**src/rtl/matrix_job_ctrl.sv**
```systemverilog
// Job sequencer for the matrix datapath: counts A/B loads, launches one calc op,
// then streams memory C into the UART transmitter under a busy handshake.
module matrix_job_ctrl #(
    parameter int ADDR_W       = 10,
    parameter int WORDS        = 1024,
    parameter int RD_LAT       = 1,
    parameter int CALC_TIMEOUT = 65535
) (
    input  logic              i_clk,
    input  logic              i_rst,
    input  logic              i_write_start,
    input  logic              i_wea,
    input  logic              i_web,
    input  logic [2:0]        i_op,
    input  logic              i_op_go,
    input  logic              i_finish,
    input  logic              i_tx_busy,
    output logic              o_op_start,
    output logic [2:0]        o_op_sel,
    output logic [ADDR_W-1:0] o_addrc_r,
    output logic              o_tx_valid,
    output logic              o_loaded,
    output logic              o_job_busy,
    output logic              o_done,
    output logic              o_err
);
    localparam int CNT_W = $clog2(WORDS + 1);
    localparam int WD_W  = $clog2(CALC_TIMEOUT + 1);
    localparam int LAT_W = $clog2(RD_LAT + 2);

    typedef enum logic [2:0] {
        IDLE, LOAD, READY, CALC, S_ADDR, S_REQ, S_ACK, S_DRAIN
    } state_t;

    state_t             r_state, w_state;
    logic [CNT_W-1:0]   r_cnt_a, r_cnt_b, w_cnt_a, w_cnt_b, w_cnt_a_inc, w_cnt_b_inc;
    logic [WD_W-1:0]    r_wdog, w_wdog;
    logic [LAT_W-1:0]   r_lat, w_lat;
    logic [ADDR_W-1:0]  r_addrc, w_addrc;
    logic [2:0]         r_op_sel, w_op_sel;
    logic               r_op_start, r_tx_valid, r_loaded, r_job_busy, r_done, r_err;
    logic               w_op_start, w_tx_valid, w_loaded, w_job_busy, w_done, w_err;

    // Saturating load counters; the last strobe of each stream is counted on the
    // same edge that moves to READY, so both A and B may finish together.
    assign w_cnt_a_inc = (i_wea && r_cnt_a != CNT_W'(WORDS)) ? r_cnt_a + CNT_W'(1) : r_cnt_a;
    assign w_cnt_b_inc = (i_web && r_cnt_b != CNT_W'(WORDS)) ? r_cnt_b + CNT_W'(1) : r_cnt_b;

    always_comb begin
        w_state    = r_state;
        w_cnt_a    = r_cnt_a;
        w_cnt_b    = r_cnt_b;
        w_wdog     = r_wdog;
        w_lat      = r_lat;
        w_addrc    = r_addrc;
        w_op_sel   = r_op_sel;
        w_loaded   = r_loaded;
        w_op_start = 1'b0;
        w_tx_valid = 1'b0;
        w_done     = 1'b0;
        w_err      = 1'b0;
        case (r_state)
            IDLE: if (i_write_start) begin
                w_state = LOAD;
                w_cnt_a = '0;
                w_cnt_b = '0;
            end
            LOAD: begin
                w_cnt_a = w_cnt_a_inc;
                w_cnt_b = w_cnt_b_inc;
                if (w_cnt_a_inc == CNT_W'(WORDS) && w_cnt_b_inc == CNT_W'(WORDS)) begin
                    w_state  = READY;
                    w_loaded = 1'b1;
                end
            end
            READY: begin
                if (i_write_start) begin
                    w_state  = LOAD;
                    w_loaded = 1'b0;
                    w_cnt_a  = '0;
                    w_cnt_b  = '0;
                end else if (i_op_go) begin
                    if (i_op <= 3'd4) begin
                        w_state    = CALC;
                        w_op_sel   = i_op;
                        w_op_start = 1'b1;
                        w_wdog     = '0;
                    end else begin
                        w_err = 1'b1;
                    end
                end
            end
            CALC: begin
                if (i_finish) begin
                    w_state = S_ADDR;
                    w_addrc = '0;
                    w_lat   = '0;
                end else if (r_wdog == WD_W'(CALC_TIMEOUT - 1)) begin
                    w_state = READY;
                    w_err   = 1'b1;
                end else begin
                    w_wdog = r_wdog + WD_W'(1);
                end
            end
            S_ADDR: begin
                if (r_lat == LAT_W'(RD_LAT)) w_state = S_REQ;
                else                         w_lat   = r_lat + LAT_W'(1);
            end
            S_REQ: if (!i_tx_busy) begin
                w_state    = S_ACK;
                w_tx_valid = 1'b1;
            end
            S_ACK: if (i_tx_busy) w_state = S_DRAIN;
            S_DRAIN: if (!i_tx_busy) begin
                if (r_addrc == ADDR_W'(WORDS - 1)) begin
                    w_state = READY;
                    w_done  = 1'b1;
                end else begin
                    w_state = S_ADDR;
                    w_addrc = r_addrc + ADDR_W'(1);
                    w_lat   = '0;
                end
            end
            default: w_state = IDLE;
        endcase
        w_job_busy = (w_state != IDLE) && (w_state != LOAD) && (w_state != READY);
    end

    always_ff @(posedge i_clk) begin
        if (i_rst) begin
            r_state    <= IDLE;
            r_cnt_a    <= '0;
            r_cnt_b    <= '0;
            r_wdog     <= '0;
            r_lat      <= '0;
            r_addrc    <= '0;
            r_op_sel   <= '0;
            r_op_start <= 1'b0;
            r_tx_valid <= 1'b0;
            r_loaded   <= 1'b0;
            r_job_busy <= 1'b0;
            r_done     <= 1'b0;
            r_err      <= 1'b0;
        end else begin
            r_state    <= w_state;
            r_cnt_a    <= w_cnt_a;
            r_cnt_b    <= w_cnt_b;
            r_wdog     <= w_wdog;
            r_lat      <= w_lat;
            r_addrc    <= w_addrc;
            r_op_sel   <= w_op_sel;
            r_op_start <= w_op_start;
            r_tx_valid <= w_tx_valid;
            r_loaded   <= w_loaded;
            r_job_busy <= w_job_busy;
            r_done     <= w_done;
            r_err      <= w_err;
        end
    end

    assign o_op_start = r_op_start;
    assign o_op_sel   = r_op_sel;
    assign o_addrc_r  = r_addrc;
    assign o_tx_valid = r_tx_valid;
    assign o_loaded   = r_loaded;
    assign o_job_busy = r_job_busy;
    assign o_done     = r_done;
    assign o_err      = r_err;
endmodule
```
**config.mk**
```make
export PLATFORM = sky130hd
export DESIGN_NAME = matrix_job_ctrl
export DESIGN_NICKNAME = d
export VERILOG_FILES = /design/src/rtl/matrix_job_ctrl.sv
export SDC_FILE = /design/constraint.sdc
export NUM_CORES = 1
export LEC_CHECK = 0
export CAP_MARGIN = 20
export CORE_MARGIN = 3
export CORE_UTILIZATION = 50
export CTS_BUF_LIST = sky130_fd_sc_hd__clkbuf_2
export DETAILED_ROUTE_END_ITERATION = 7
export PLACE_DENSITY = 0.68
export SYNTH_ARGS = -nofsm -noshare
export SYNTH_HDL_FRONTEND = slang
export SYNTH_SLANG_ARGS = --single-unit
export TNS_END_PERCENT = 5
```
**constraint.sdc**
```tcl
create_clock -name i_clk -period 4.75 [get_ports i_clk]
set_input_delay 0.475 -clock i_clk [delete_from_list [all_inputs] [get_ports i_clk]]
set_output_delay 0.475 -clock i_clk [all_outputs]
set_load 0.005 [all_outputs]
```
-- Word level (Yosys, flattened, before mapping)
Cells that the tools add are included.
Widths: inputs -> output; s select.
- bits in registers: 62
- bits of input ports: 11
- logic and storage cells: 119
- reductions and logical operators: 22
- equal/unequal tests: 28
- multiplexer cells: 45
- $add $sub $neg: 5
- bitwise logic cells: 5
- magnitude comparators: 1
- operator list (operator ; count):
    $mux 16 ; 5
    $pmux 11 s2 ; 2
    $mux 3 ; 12
    $mux 11 ; 3
    $pmux 16 s2 ; 1
    $mux 10 ; 3
    $pmux 3 s8 ; 1
    $add 11x1->11 const B ; 2
    $eq 11x11->1 const B ; 2
    $ne 11x11->1 const B ; 2
    $ne 2x2->1 const B ; 11
    $pmux 10 s2 ; 1
    $add 16x1->16 const B ; 1
    $eq 16x16->1 const B ; 1
    $eq 3x3->1 const B ; 4
    $add 10x1->10 const B ; 1
    $eq 10x10->1 const B ; 1
    $mux 1 ; 10
    $mux 2 ; 4
    $reduce_and 4->1 ; 2
    $reduce_bool 2->1 ; 4
    $eq 3x2->1 const B ; 2
    $pmux 2 s3 ; 1
    $reduce_and 6->1 ; 1
    other kinds (18) ; 29

-- Depth between registers and ports, before layout
Gate-level depths: netlist of the first run.
- depth in word-level cells: 10
- gate-level depth with buffers: 8
- gate-level depth less buffers: 8

-- Least setup slack after synthesis of the first run
No wires, ideal clock.
- path type: input port to flip-flop
- start point: input i_wea
- end point: register r_state[0]
- path buffers: 1
- data required time: 4.630 ns
- setup slack: 2.312 ns
- stages: 7
- data arrival time: 2.318 ns
- cell sequence: clkbuf_1 > nand3_1 > nor3_1 > xor2_1 > a2111o_1 > or4_4 > o31a_1
- longest elaborated chain between the ends: 6
- ends and longest elaborated chain (element ; line ; source):
    start, declared ; 12 ; input logic i_wea,
    $logic_and 1x1->1 ; 46 ; assign w_cnt_a_inc = (i_wea && r_cnt_a != CNT_W'(WORDS)) ? r_cnt_a + CNT_W'(1) : r_cnt_a;
    $mux 11 ; 46 ;
    $eq 11x11->1 ; 71 ; if (w_cnt_a_inc == CNT_W'(WORDS) && w_cnt_b_inc == CNT_W'(WORDS)) begin
    $logic_and 1x1->1 ; 71 ;
    $mux 3 ; 71 ;
    $pmux 3 s8 ; 62 ; case (r_state)
    end signal, assigned ; 145 ; r_state <= w_state;
    end, declared ; 35 ; state_t r_state, w_state;
Every way passes these cells.
A chain may end at the register's enable or synchronous reset.

-- Worst setup path after layout of the first run
- start point: register r_cnt_a[1]
- end point: register r_state[0]
- longest elaborated chain between the ends: 7
- elaborated cells between the ends (all ways): 8
- those cells by class: 1 x add/sub; 2 x eq/ne; 3 x mux; 2 x reduce/logical
- ends and longest elaborated chain (element ; line ; source):
    start, declared ; 36 ; logic [CNT_W-1:0] r_cnt_a, r_cnt_b, w_cnt_a, w_cnt_b, w_cnt_a_inc, w_cnt_b_inc;
    start signal, assigned ; 146 ; r_cnt_a <= w_cnt_a;
    parallel branches: the longest is 2 deep, another holds $add 11x1->11 ; - ;
    $mux 11 (*) ; 46 ;
    $eq 11x11->1 (*) ; 71 ;
    $logic_and 1x1->1 (*) ; 71 ;
    $mux 3 (*) ; 71 ;
    $pmux 3 s8 (*) ; 62 ;
Every way passes the cells marked *.

==> results of run 1 <==
-- routing by layer --
layer	vias up	wire length (µm)	GRT usage, %	share of wire (%)
met5	-	0	0	0
met4	0	106	6.18	1.4
met3	10	287	5.40	3.9
met2	52	3450	33.0	47
met1	1421	3500	25.6	48
li1	1592	-	-	-
-- state kept, by name, summed over array words and instances (netlist names) --
signal,count
o_loaded,1
o_job_busy,1
r_cnt_b,11
o_op_start,1
r_state,3
r_cnt_a,11
r_wdog,16
o_op_sel,3
o_addrc_r,10
o_done,1
o_err,1
o_tx_valid,1
r_lat,2
-- cell usage in the layout (no fill, tap or decap), types with 15 or more instances in the layout --
| master | n |
|---|---|
| nand4_1 | 16 |
| a21oi_1 | 22 |
| o21ai_0 | 23 |
| nand2_1 | 36 |
| nand3_1 | 19 |
| clkdlybuf4s50_1 | 29 |
| xor2_1 | 22 |
| inv_1 | 15 |
| nor2_1 | 73 |
| dfxtp_1 | 62 |
-- area by class of cell --
type	instances	area (µm²)
fillers	582	2650
multi-input cells	333	2010
flip-flops and latches	62	1240
repair buffers	31	305
well taps	77	96.3
inverters	15	56.3
clock inverters	6	52.6
clock buffers	10	50.0
-- power by group --
| part | leakage [nW] | switching (W) | total, W | internal (W) |
|---|---|---|---|---|
| combinational | 0.781 | 0.0000458 | 0.0000695 | 0.0000237 |
| sequential | 0.500 | 0.00000419 | 0.000527 | 0.000522 |
| clock | 0.0705 | 0.000186 | 0.000304 | 0.000118 |
| total | 1.35 | 0.000236 | 0.000900 | 0.000664 |
-- synth_stat cells (5+ instances only) --
| cell | n | area (µm²) |
|---|---|---|
| xnor2_1 | 9 | 78.8 |
| inv_1 | 15 | 56.3 |
| dfxtp_1 | 62 | 1240 |
| and3_1 | 5 | 31.3 |
| mux2i_1 | 7 | 70.1 |
| nor2_1 | 73 | 274 |
| nand2b_1 | 6 | 37.5 |
| nand2_1 | 36 | 135 |
| nand3_1 | 19 | 95.1 |
| o21ai_0 | 23 | 115 |
| a21oi_1 | 22 | 110 |
| buf_2 | 5 | 25.0 |
| nor3_1 | 10 | 50.1 |
| a311oi_1 | 5 | 43.8 |
| a22oi_1 | 10 | 75.1 |
| xor2_1 | 22 | 193 |
| clkbuf_1 | 13 | 48.8 |
| nand4_1 | 16 | 100 |
| nor4_1 | 7 | 43.8 |
| ha_1 | 8 | 100 |
-- per-stage QoR --
step                      setup WS [ps]  power, W  util (%)
after detailed placement           1750  0.000607      57.4
final                              2210  0.000900      59.0
after floorplan                    2310  0.000582         -
after CTS                          2210  0.000913      59.0
after global routing               2080  0.000943      59.0
after global placement             1810  0.000607      57.4
-- worst max path at each step --
stage | start | endpoint | slack (ps) | cells past startpoint
2_1_floorplan | i_wea | r_state[0] | 2310 | 7
5_1_grt | r_cnt_a[1] | r_state[1] | 2080 | 7
4_1_cts | r_cnt_a[1] | r_state[0] | 2210 | 7
3_5_place_dp | i_wea | r_state[0] | 1750 | 7
6_report | r_cnt_a[1] | r_state[0] | 2210 | 7
3_3_place_gp | i_wea | r_state[0] | 1810 | 7
-- worst min-delay path, delay by kind of cell (launching register included) --
family | cells | cell delay [ps]
flops | 1 | 360
simple gates | 1 | 70
mux | 1 | 70
-- kinds of logic after synthesis --
group	Yosys count
buf+inv	37
fa+ha+maj	8
flops	62
mux	7
xor+xnor	31
compound gates	88
simple gates	199
==> results.sh, run 1 <==
export IMPL_outcome="complete, no violations"
export IMPL_fp_row_count=29
export IMPL_timing_fmax_ghz=0.394
export IMPL_root_buffer="clkbuf_2"
export IMPL_die_area_um2=7830
export IMPL_clk_latency_ps=500
export IMPL_grt_start_max_net_pins=40
export IMPL_place_gp_congestion=0.896
export IMPL_startpoint_type="flip-flop"
export IMPL_ant_nets=0
export IMPL_syn_to_final_growth_pct=11.9
export IMPL_crit_fanout=6
export IMPL_synth_simple_gate_area_share_pct=29.0
export IMPL_yosysUniqueCellTypes=58
export IMPL_synth_compound_area_share_pct=17.0
export IMPL_fin_crit_sh_pct=53.4
export IMPL_dr_pass1_iters=4
export IMPL_synth_edff_count=0
export IMPL_synthXorXnorAreaFrac_pct=7.98
export IMPL_n_antenna_cell=0
export IMPL_reg2reg_depth=7
export IMPL_max_stage_delay_ps=460
export IMPL_dpl_hpwl_um=5050
export IMPL_cts_sinks=62
export IMPL_wire_per_inst_um=13.7
export IMPL_tritoncts="yes"
export IMPL_setup_violations=0
export IMPL_htree_levels=3
export IMPL_stdcell_area_um2=3810
export IMPL_holdPathEnd="o_op_sel[0]"
export IMPL_hp_start="o_op_sel[0]"
export IMPL_fin_setup_tns_ps=0
export IMPL_tightest_slew_ps=910
export IMPL_start_util_pct=52.7
export IMPL_viasPerCell=5.76
export IMPL_clk_pin_slew_ps=160
export IMPL_syn_inst=432
export IMPL_slew_headroom_pct=39.1
export IMPL_hold_class="flip-flop to flip-flop"
export IMPL_cp_end_kind="flip-flop"
export IMPL_synth_main_ff_cell="dfxtp_1"
export IMPL_netlist_area_um2=3400
export IMPL_grt_ovfl_total=0
export IMPL_leakagePower_nw=1.35
export IMPL_slew_viol_final=0
export IMPL_grt_usage_pct=20.0
export IMPL_fin_crit_ps=2540
export IMPL_cts_max_path_buffers=2
export IMPL_cp_required_ps=5160
export IMPL_grt_pass1_vias=2787
export IMPL_regToRegStartpoint="r_cnt_a[1]"
export IMPL_r2r_slack_ps=2210
export IMPL_holdWs_ps=515
export IMPL_via_count=3075
export IMPL_hold_buffers=0
export IMPL_ys_warn_count=0
export IMPL_placed_area_um2=3710
export IMPL_powerDensity_nw_per_um2=236
export IMPL_critPathKind="flip-flop to flip-flop"
export IMPL_synth_mux_area_share_pct=2.06
export IMPL_synth_fp_nets=451
export IMPL_core_area_um2=6460
export IMPL_crit_chain="ha_1 > and4_2 > and3_1 > xor2_1 > a2111o_1 > or4_4 > o31a_1"
export IMPL_totalWireLength_um=7340
export IMPL_max_cap_violations=0
export IMPL_io_pins=30
export IMPL_hold_depth=2
export IMPL_cpMaxStageDelayCell="dfxtp_1"
export IMPL_crit_buf_inv=0
export IMPL_dr_first_iter_drc_count=110
export IMPL_grt_pass1_wl_um=12600
export IMPL_synth_top_family_by_area="simple AND/OR/NAND/NOR gates"
export IMPL_hold_viol=0
export IMPL_ys_seq_elements=62
export IMPL_clock_skew_ps=15.0
export IMPL_fin_nets=471
export IMPL_stdcell_count=534
export IMPL_cts_setup_buffers=0
export IMPL_layout_drive_gt1_share_pct=5.69
export IMPL_syn_area_per_cell_um2=7.88
export IMPL_die_w_um=88.5
export IMPL_rsz0062_at_grt="no"
export IMPL_r2r_end="r_state[0]"
export IMPL_yosysSeqAreaShare_pct=36.5
export IMPL_peakVddDrop_uv=128
export IMPL_crit_arrival_ps=2940
export IMPL_grt_antenna_before_repair=0
export IMPL_die_y_um=88.5
export IMPL_cts_resized=0
export IMPL_cts_made_buffers=9
export IMPL_drc=0
export IMPL_numPortBuffers=29
export IMPL_placed_cells=518
export IMPL_critical_path_top_delay_family="simple AND/OR/NAND/NOR gates"
export IMPL_synth_fa_ha_area_share_pct=2.94
export IMPL_async_reset_ff_share_pct=0
(Power assumes the default switching activity.)
==> run 2, diff against run 1 <==
==> constraint.sdc (replaced) <==
create_clock -name i_clk -period 2.6 [get_ports i_clk]
set_input_delay 0.26 -clock i_clk [delete_from_list [all_inputs] [get_ports i_clk]]
set_output_delay 0.26 -clock i_clk [all_outputs]
set_load 0.005 [all_outputs]
==> results.sh, run 2 (synthesis results as in run 1) <==
export IMPL_grt_pass1_wl_um=12800
export IMPL_totalWireLength_um=7530
export IMPL_fin_nets=492
export IMPL_max_cap_violations=0
export IMPL_ant_nets=0
export IMPL_slew_viol_final=0
export IMPL_outcome="complete, no violations"
export IMPL_via_count=3150
export IMPL_regToRegStartpoint="r_cnt_a[1]"
export IMPL_cts_made_buffers=9
export IMPL_dr_first_iter_drc_count=140
export IMPL_tightest_slew_ps=580
export IMPL_start_util_pct=52.7
export IMPL_fin_setup_tns_ps=0
export IMPL_reg2reg_depth=7
export IMPL_root_buffer="clkbuf_2"
export IMPL_die_y_um=88.5
export IMPL_clk_pin_slew_ps=170
export IMPL_wire_per_inst_um=13.6
export IMPL_timing_fmax_ghz=0.409
export IMPL_leakagePower_nw=1.48
export IMPL_dr_pass1_iters=4
export IMPL_hold_viol=0
export IMPL_grt_start_max_net_pins=25
export IMPL_numPortBuffers=29
export IMPL_peakVddDrop_uv=292
export IMPL_startpoint_type="flip-flop"
export IMPL_fin_crit_ps=2450
export IMPL_syn_to_final_growth_pct=18.2
export IMPL_r2r_end="r_state[0]"
export IMPL_hold_depth=3
export IMPL_hold_buffers=0
export IMPL_stdcell_area_um2=4020
export IMPL_viasPerCell=5.68
export IMPL_crit_fanout=6
export IMPL_io_pins=30
export IMPL_die_w_um=88.5
export IMPL_cts_max_path_buffers=2
export IMPL_powerDensity_nw_per_um2=462
export IMPL_reg_top3="r_wdog (16), r_cnt_a (11), r_cnt_b (11)"
export IMPL_grt_ovfl_total=0
export IMPL_r2r_slack_ps=150
export IMPL_place_gp_congestion=0.885
export IMPL_clock_skew_ps=15.8
export IMPL_final_common_cell="nor2_1"
export IMPL_setup_violations=0
export IMPL_holdWs_ps=383
export IMPL_fp_row_count=29
export IMPL_cts_sinks=62
export IMPL_hold_class="primary input to flip-flop"
export IMPL_cp_required_ps=2990
export IMPL_clk_latency_ps=490
export IMPL_holdPathEnd="o_op_sel[2]"
export IMPL_tritoncts="yes"
export IMPL_core_area_um2=6460
export IMPL_fin_util_pct=62.3
export IMPL_rsz0062_at_grt="no"
export IMPL_htree_levels=3
export IMPL_layout_common_cells="nor2_1 (73), dfxtp_1 (62), nand2_1 (36), clkdlybuf4s50_1 (29)"
export IMPL_hp_start="i_op[2]"
export IMPL_critPathKind="flip-flop to flip-flop"
export IMPL_n_antenna_cell=0
export IMPL_total_power_w=0.00186
export IMPL_crit_arrival_ps=2840
export IMPL_grt_pass1_vias=2904
export IMPL_layout_drive_gt1_share_pct=10.0
export IMPL_max_flop_register="r_wdog"
export IMPL_die_area_um2=7830
export IMPL_grt_usage_pct=20.6
export IMPL_dpl_hpwl_um=5420
export IMPL_grt_antenna_before_repair=0
export IMPL_largest_register_ffs=16
export IMPL_slew_headroom_pct=61.2
export IMPL_cp_end_kind="flip-flop"
export IMPL_drc=0
export IMPL_fin_crit_sh_pct=94.1
export IMPL_placed_area_um2=3860
run 2: cell types whose count changed in the layout (fill, tap and decap cells not counted), sizes merged:
cell	change
clkbuf	+1
clkinv	-3
bufinv	+2
buf	+21
run 2: through the flow:
step	cells	setup WS (ps)
3_3_place_gp	539	86.0
3_5_place_dp	539	36.2
4_1_cts	555	143
5_1_grt	555	29.3
2_1_floorplan	432	282
6_report	555	153
run 2: cell type report:
class | instances | area (µm²)
clock inverters | 5 | 97.6
flip-flops and latches | 62 | 1240
inverters | 15 | 56.3
clock buffers | 11 | 55.1
repair buffers | 52 | 463
fillers | 596 | 2440
multi-input cells | 333 | 2010
well taps | 77 | 96.3
run 2: worst max-delay path, stage by stage (launching register included):
cell      delay (ps)
dfxtp_1          450
ha_1             300
and4_2           270
and3_1           190
xor2_1            90
a2111o_1         300
or4_4            450
o31a_1           310
run 2: power breakdown:
group	internal, W	total, W	leakage [nW]	switching [W]
registers	0.000954	0.000962	0.500	0.00000759
clock network	0.000418	0.000761	0.0912	0.000344
logic	0.0000490	0.000134	0.889	0.0000852
run 2: worst max-delay path by stage:
stage / slack [ps] / start / endpoint / depth (start not counted)
after CTS: 140 / r_cnt_a[1] / r_state[0] / 7
final: 150 / r_cnt_a[1] / r_state[0] / 7
after global routing: 30 / r_cnt_b[0] / r_state[0] / 8
after global placement: 90 / i_web / r_state[0] / 7
after detailed placement: 40 / i_web / r_state[0] / 7
after floorplan: 280 / r_cnt_a[0] / r_state[0] / 7
run 2: repair_timing:
item                                    in CTS  in global routing
resized for setup                            0                  1
setup buffers                                0                  0
endpoints found under the hold margin        0                  0
endpoints found under the setup margin       0                  2
run 2: metal layers:
| layer | vias up | GRT usage, % | part of all wire [%] |
|---|---|---|---|
| met4 | 0 | 5.77 | 0.93 |
| met1 | 1470 | 25.6 | 48 |
| li1 | 1623 | - | - |
| met5 | - | 0 | 0 |
| met2 | 49 | 34.6 | 47 |
| met3 | 8 | 6.05 | 3.9 |
==> run 3, diff against run 2 <==
==> constraint.sdc (replaced) <==
create_clock -name i_clk -period 2.9 [get_ports i_clk]
set_input_delay 0.29 -clock i_clk [delete_from_list [all_inputs] [get_ports i_clk]]
set_output_delay 0.29 -clock i_clk [all_outputs]
set_load 0.005 [all_outputs]
==> results.sh, run 3 (synthesis results as in run 1) <==
export IMPL_dr_first_iter_drc_count=159
export IMPL_r2r_slack_ps=360
export IMPL_holdPathEnd="o_op_sel[1]"
export IMPL_grtUsageMet3_pct=6.70
export IMPL_slew_viol_final=0
export IMPL_clk_latency_ps=490
export IMPL_p_comb_share_pct=8.5
export IMPL_grt_ovfl_total=0
export IMPL_multiInputGateArea_um2=2010
export IMPL_wire_per_inst_um=13.5
export IMPL_ant_nets=0
export IMPL_hold_class="primary input to flip-flop"
export IMPL_busiest_layer="met2"
export IMPL_setup_violations=0
export IMPL_hold_depth=3
export IMPL_leakagePower_nw=1.37
export IMPL_crit_buf_inv=0
export IMPL_clock_skew_ps=23.5
export IMPL_tritoncts="yes"
export IMPL_fin_crit_sh_pct=87.4
export IMPL_crit_chain="ha_1 > and4_2 > and3_1 > xor2_1 > a2111o_1 > or4_4 > o41ai_2"
export IMPL_cts_setup_buffers=0
export IMPL_holdWs_ps=433
export IMPL_io_pins=30
export IMPL_htree_levels=3
export IMPL_hp_start="i_op[1]"
export IMPL_outcome="complete, no violations"
export IMPL_crit_fanout=6
export IMPL_cts_made_buffers=9
export IMPL_cts_sinks=62
export IMPL_seqPwrFrac_pct=61.6
export IMPL_die_y_um=88.5
export IMPL_max_cap_violations=0
export IMPL_stdcell_count=540
export IMPL_grt_antenna_before_repair=0
export IMPL_critPathKind="flip-flop to flip-flop"
export IMPL_via_count=3092
export IMPL_startpoint_type="flip-flop"
export IMPL_fp_row_count=29
export IMPL_cpMaxStageDelayCell="dfxtp_1"
export IMPL_p_sw_w=0.000388
export IMPL_rsz0062_at_grt="no"
export IMPL_grt_use_met1_pct=26.5
export IMPL_grt_start_max_net_pins=26
export IMPL_tightest_slew_ps=798
export IMPL_crit_arrival_ps=2930
export IMPL_peakVddDrop_uv=208
export IMPL_switching_share_pct=27.7
export IMPL_die_area_um2=7830
export IMPL_placed_cells=524
export IMPL_numPortBuffers=29
export IMPL_hold_buffers=0
export IMPL_cts_resized=0
export IMPL_place_gp_congestion=0.850
export IMPL_die_w_um=88.5
export IMPL_totalWireLength_um=7290
export IMPL_regArea_um2=1240
export IMPL_core_area_um2=6460
export IMPL_dr_pass1_iters=4
export IMPL_root_buffer="clkbuf_2"
export IMPL_dpl_hpwl_um=5200
export IMPL_use_met2_pct=32.6
export IMPL_grt_pass1_wl_um=12800
export IMPL_layout_drive_gt1_share_pct=7.13
export IMPL_powerDensity_nw_per_um2=365
export IMPL_layout_common_cells="nor2_1 (73), dfxtp_1 (62), nand2_1 (36), clkdlybuf4s50_1 (29), o21ai_0 (23)"
export IMPL_drc=0
export IMPL_fin_crit_ps=2540
export IMPL_grt_usage_pct=20.5
export IMPL_regToRegStartpoint="r_cnt_a[1]"
export IMPL_reg_top3="r_wdog (16), r_cnt_a (11), r_cnt_b (11)"
export IMPL_timing_fmax_ghz=0.394
export IMPL_clk_pin_slew_ps=170
export IMPL_p_int_w=0.00101
export IMPL_max_flop_register="r_wdog"
export IMPL_total_power_w=0.00140
export IMPL_hold_viol=0
export IMPL_cts_max_path_buffers=2
export IMPL_r2r_end="o_loaded"
export IMPL_cp_required_ps=3290
export IMPL_fillCellCount=601
export IMPL_slew_headroom_pct=46.3
export IMPL_viasPerCell=5.73
export IMPL_critical_path_top_delay_family="simple AND/OR/NAND/NOR gates"
export IMPL_p_clk_share_pct=29.9
export IMPL_syn_to_final_growth_pct=12.6
export IMPL_fin_setup_tns_ps=0
export IMPL_cp_end_kind="flip-flop"
export IMPL_final_common_cell="nor2_1"
export IMPL_n_antenna_cell=0
export IMPL_grt_pass1_vias=2825
export IMPL_start_util_pct=52.7
export IMPL_largest_register_ffs=16
export IMPL_max_stage_delay_ps=450
export IMPL_fin_nets=477
export IMPL_reg2reg_depth=7
run 3: cell types whose count changed in the layout (fill, tap and decap cells not counted):
| cell | change |
|---|---|
| clkinv_1 | -1 |
| nor3_2 | -1 |
| clkinv_2 | +3 |
| bufinv_16 | -3 |
| buf_4 | -15 |
| clkinvlp_4 | +1 |
| nor3_1 | +1 |
run 3: layer usage:
| layer | up-vias | routed length (µm) |
|---|---|---|
| met1 | 1429 | 3570 |
| met3 | 8 | 269 |
| met2 | 57 | 3380 |
| met4 | 0 | 74 |
| li1 | 1598 | - |
| met5 | - | 0 |
run 3: stage by stage:
| step | worst slack (ps) | cell area, µm² | util, % |
|---|---|---|---|
| after detailed placement | 215 | 3750 | 58.1 |
| after global placement | 257 | 3750 | 58.1 |
| final | 365 | 3830 | 59.4 |
| after CTS | 343 | 3830 | 59.4 |
| after floorplan | 582 | 3400 | - |
| after global routing | 186 | 3830 | 59.4 |
run 3: layout make-up:
class | instances | area share, %
sequential | 62 | 32.4
clock inverter | 5 | 0.685
inverter | 15 | 1.47
multi-input combinational | 333 | 52.4
tap | 77 | 2.51
timing repair buffer | 37 | 9.14
clock buffer | 11 | 1.44
run 3: how the worst max path moves through the flow:
stage / end / cells after the start / from / slack (ps)
after detailed placement: r_state[0] / 6 / i_web / 210
after global placement: r_state[0] / 6 / i_web / 260
final: o_loaded / 7 / r_cnt_a[1] / 360
after floorplan: r_state[0] / 7 / r_cnt_a[0] / 580
after CTS: o_loaded / 7 / r_cnt_a[1] / 340
after global routing: o_loaded / 8 / r_cnt_b[0] / 190
run 3: worst min-delay path, delay by kind of cell:
family | cells | cell delay (ps)
buffers and inverters | 1 | 420
muxes | 1 | 130
and+or+nand+nor | 1 | 60
run 3: power by group through the flow:
stage,registers (W),logic [W],clock network [W]
floorplan,0.000877,0.0000760,0
global placement,0.000880,0.000118,0
detailed placement,0.000880,0.000118,0
CTS,0.000863,0.000119,0.000440
global route,0.000864,0.000132,0.000486
finish,0.000862,0.000119,0.000418
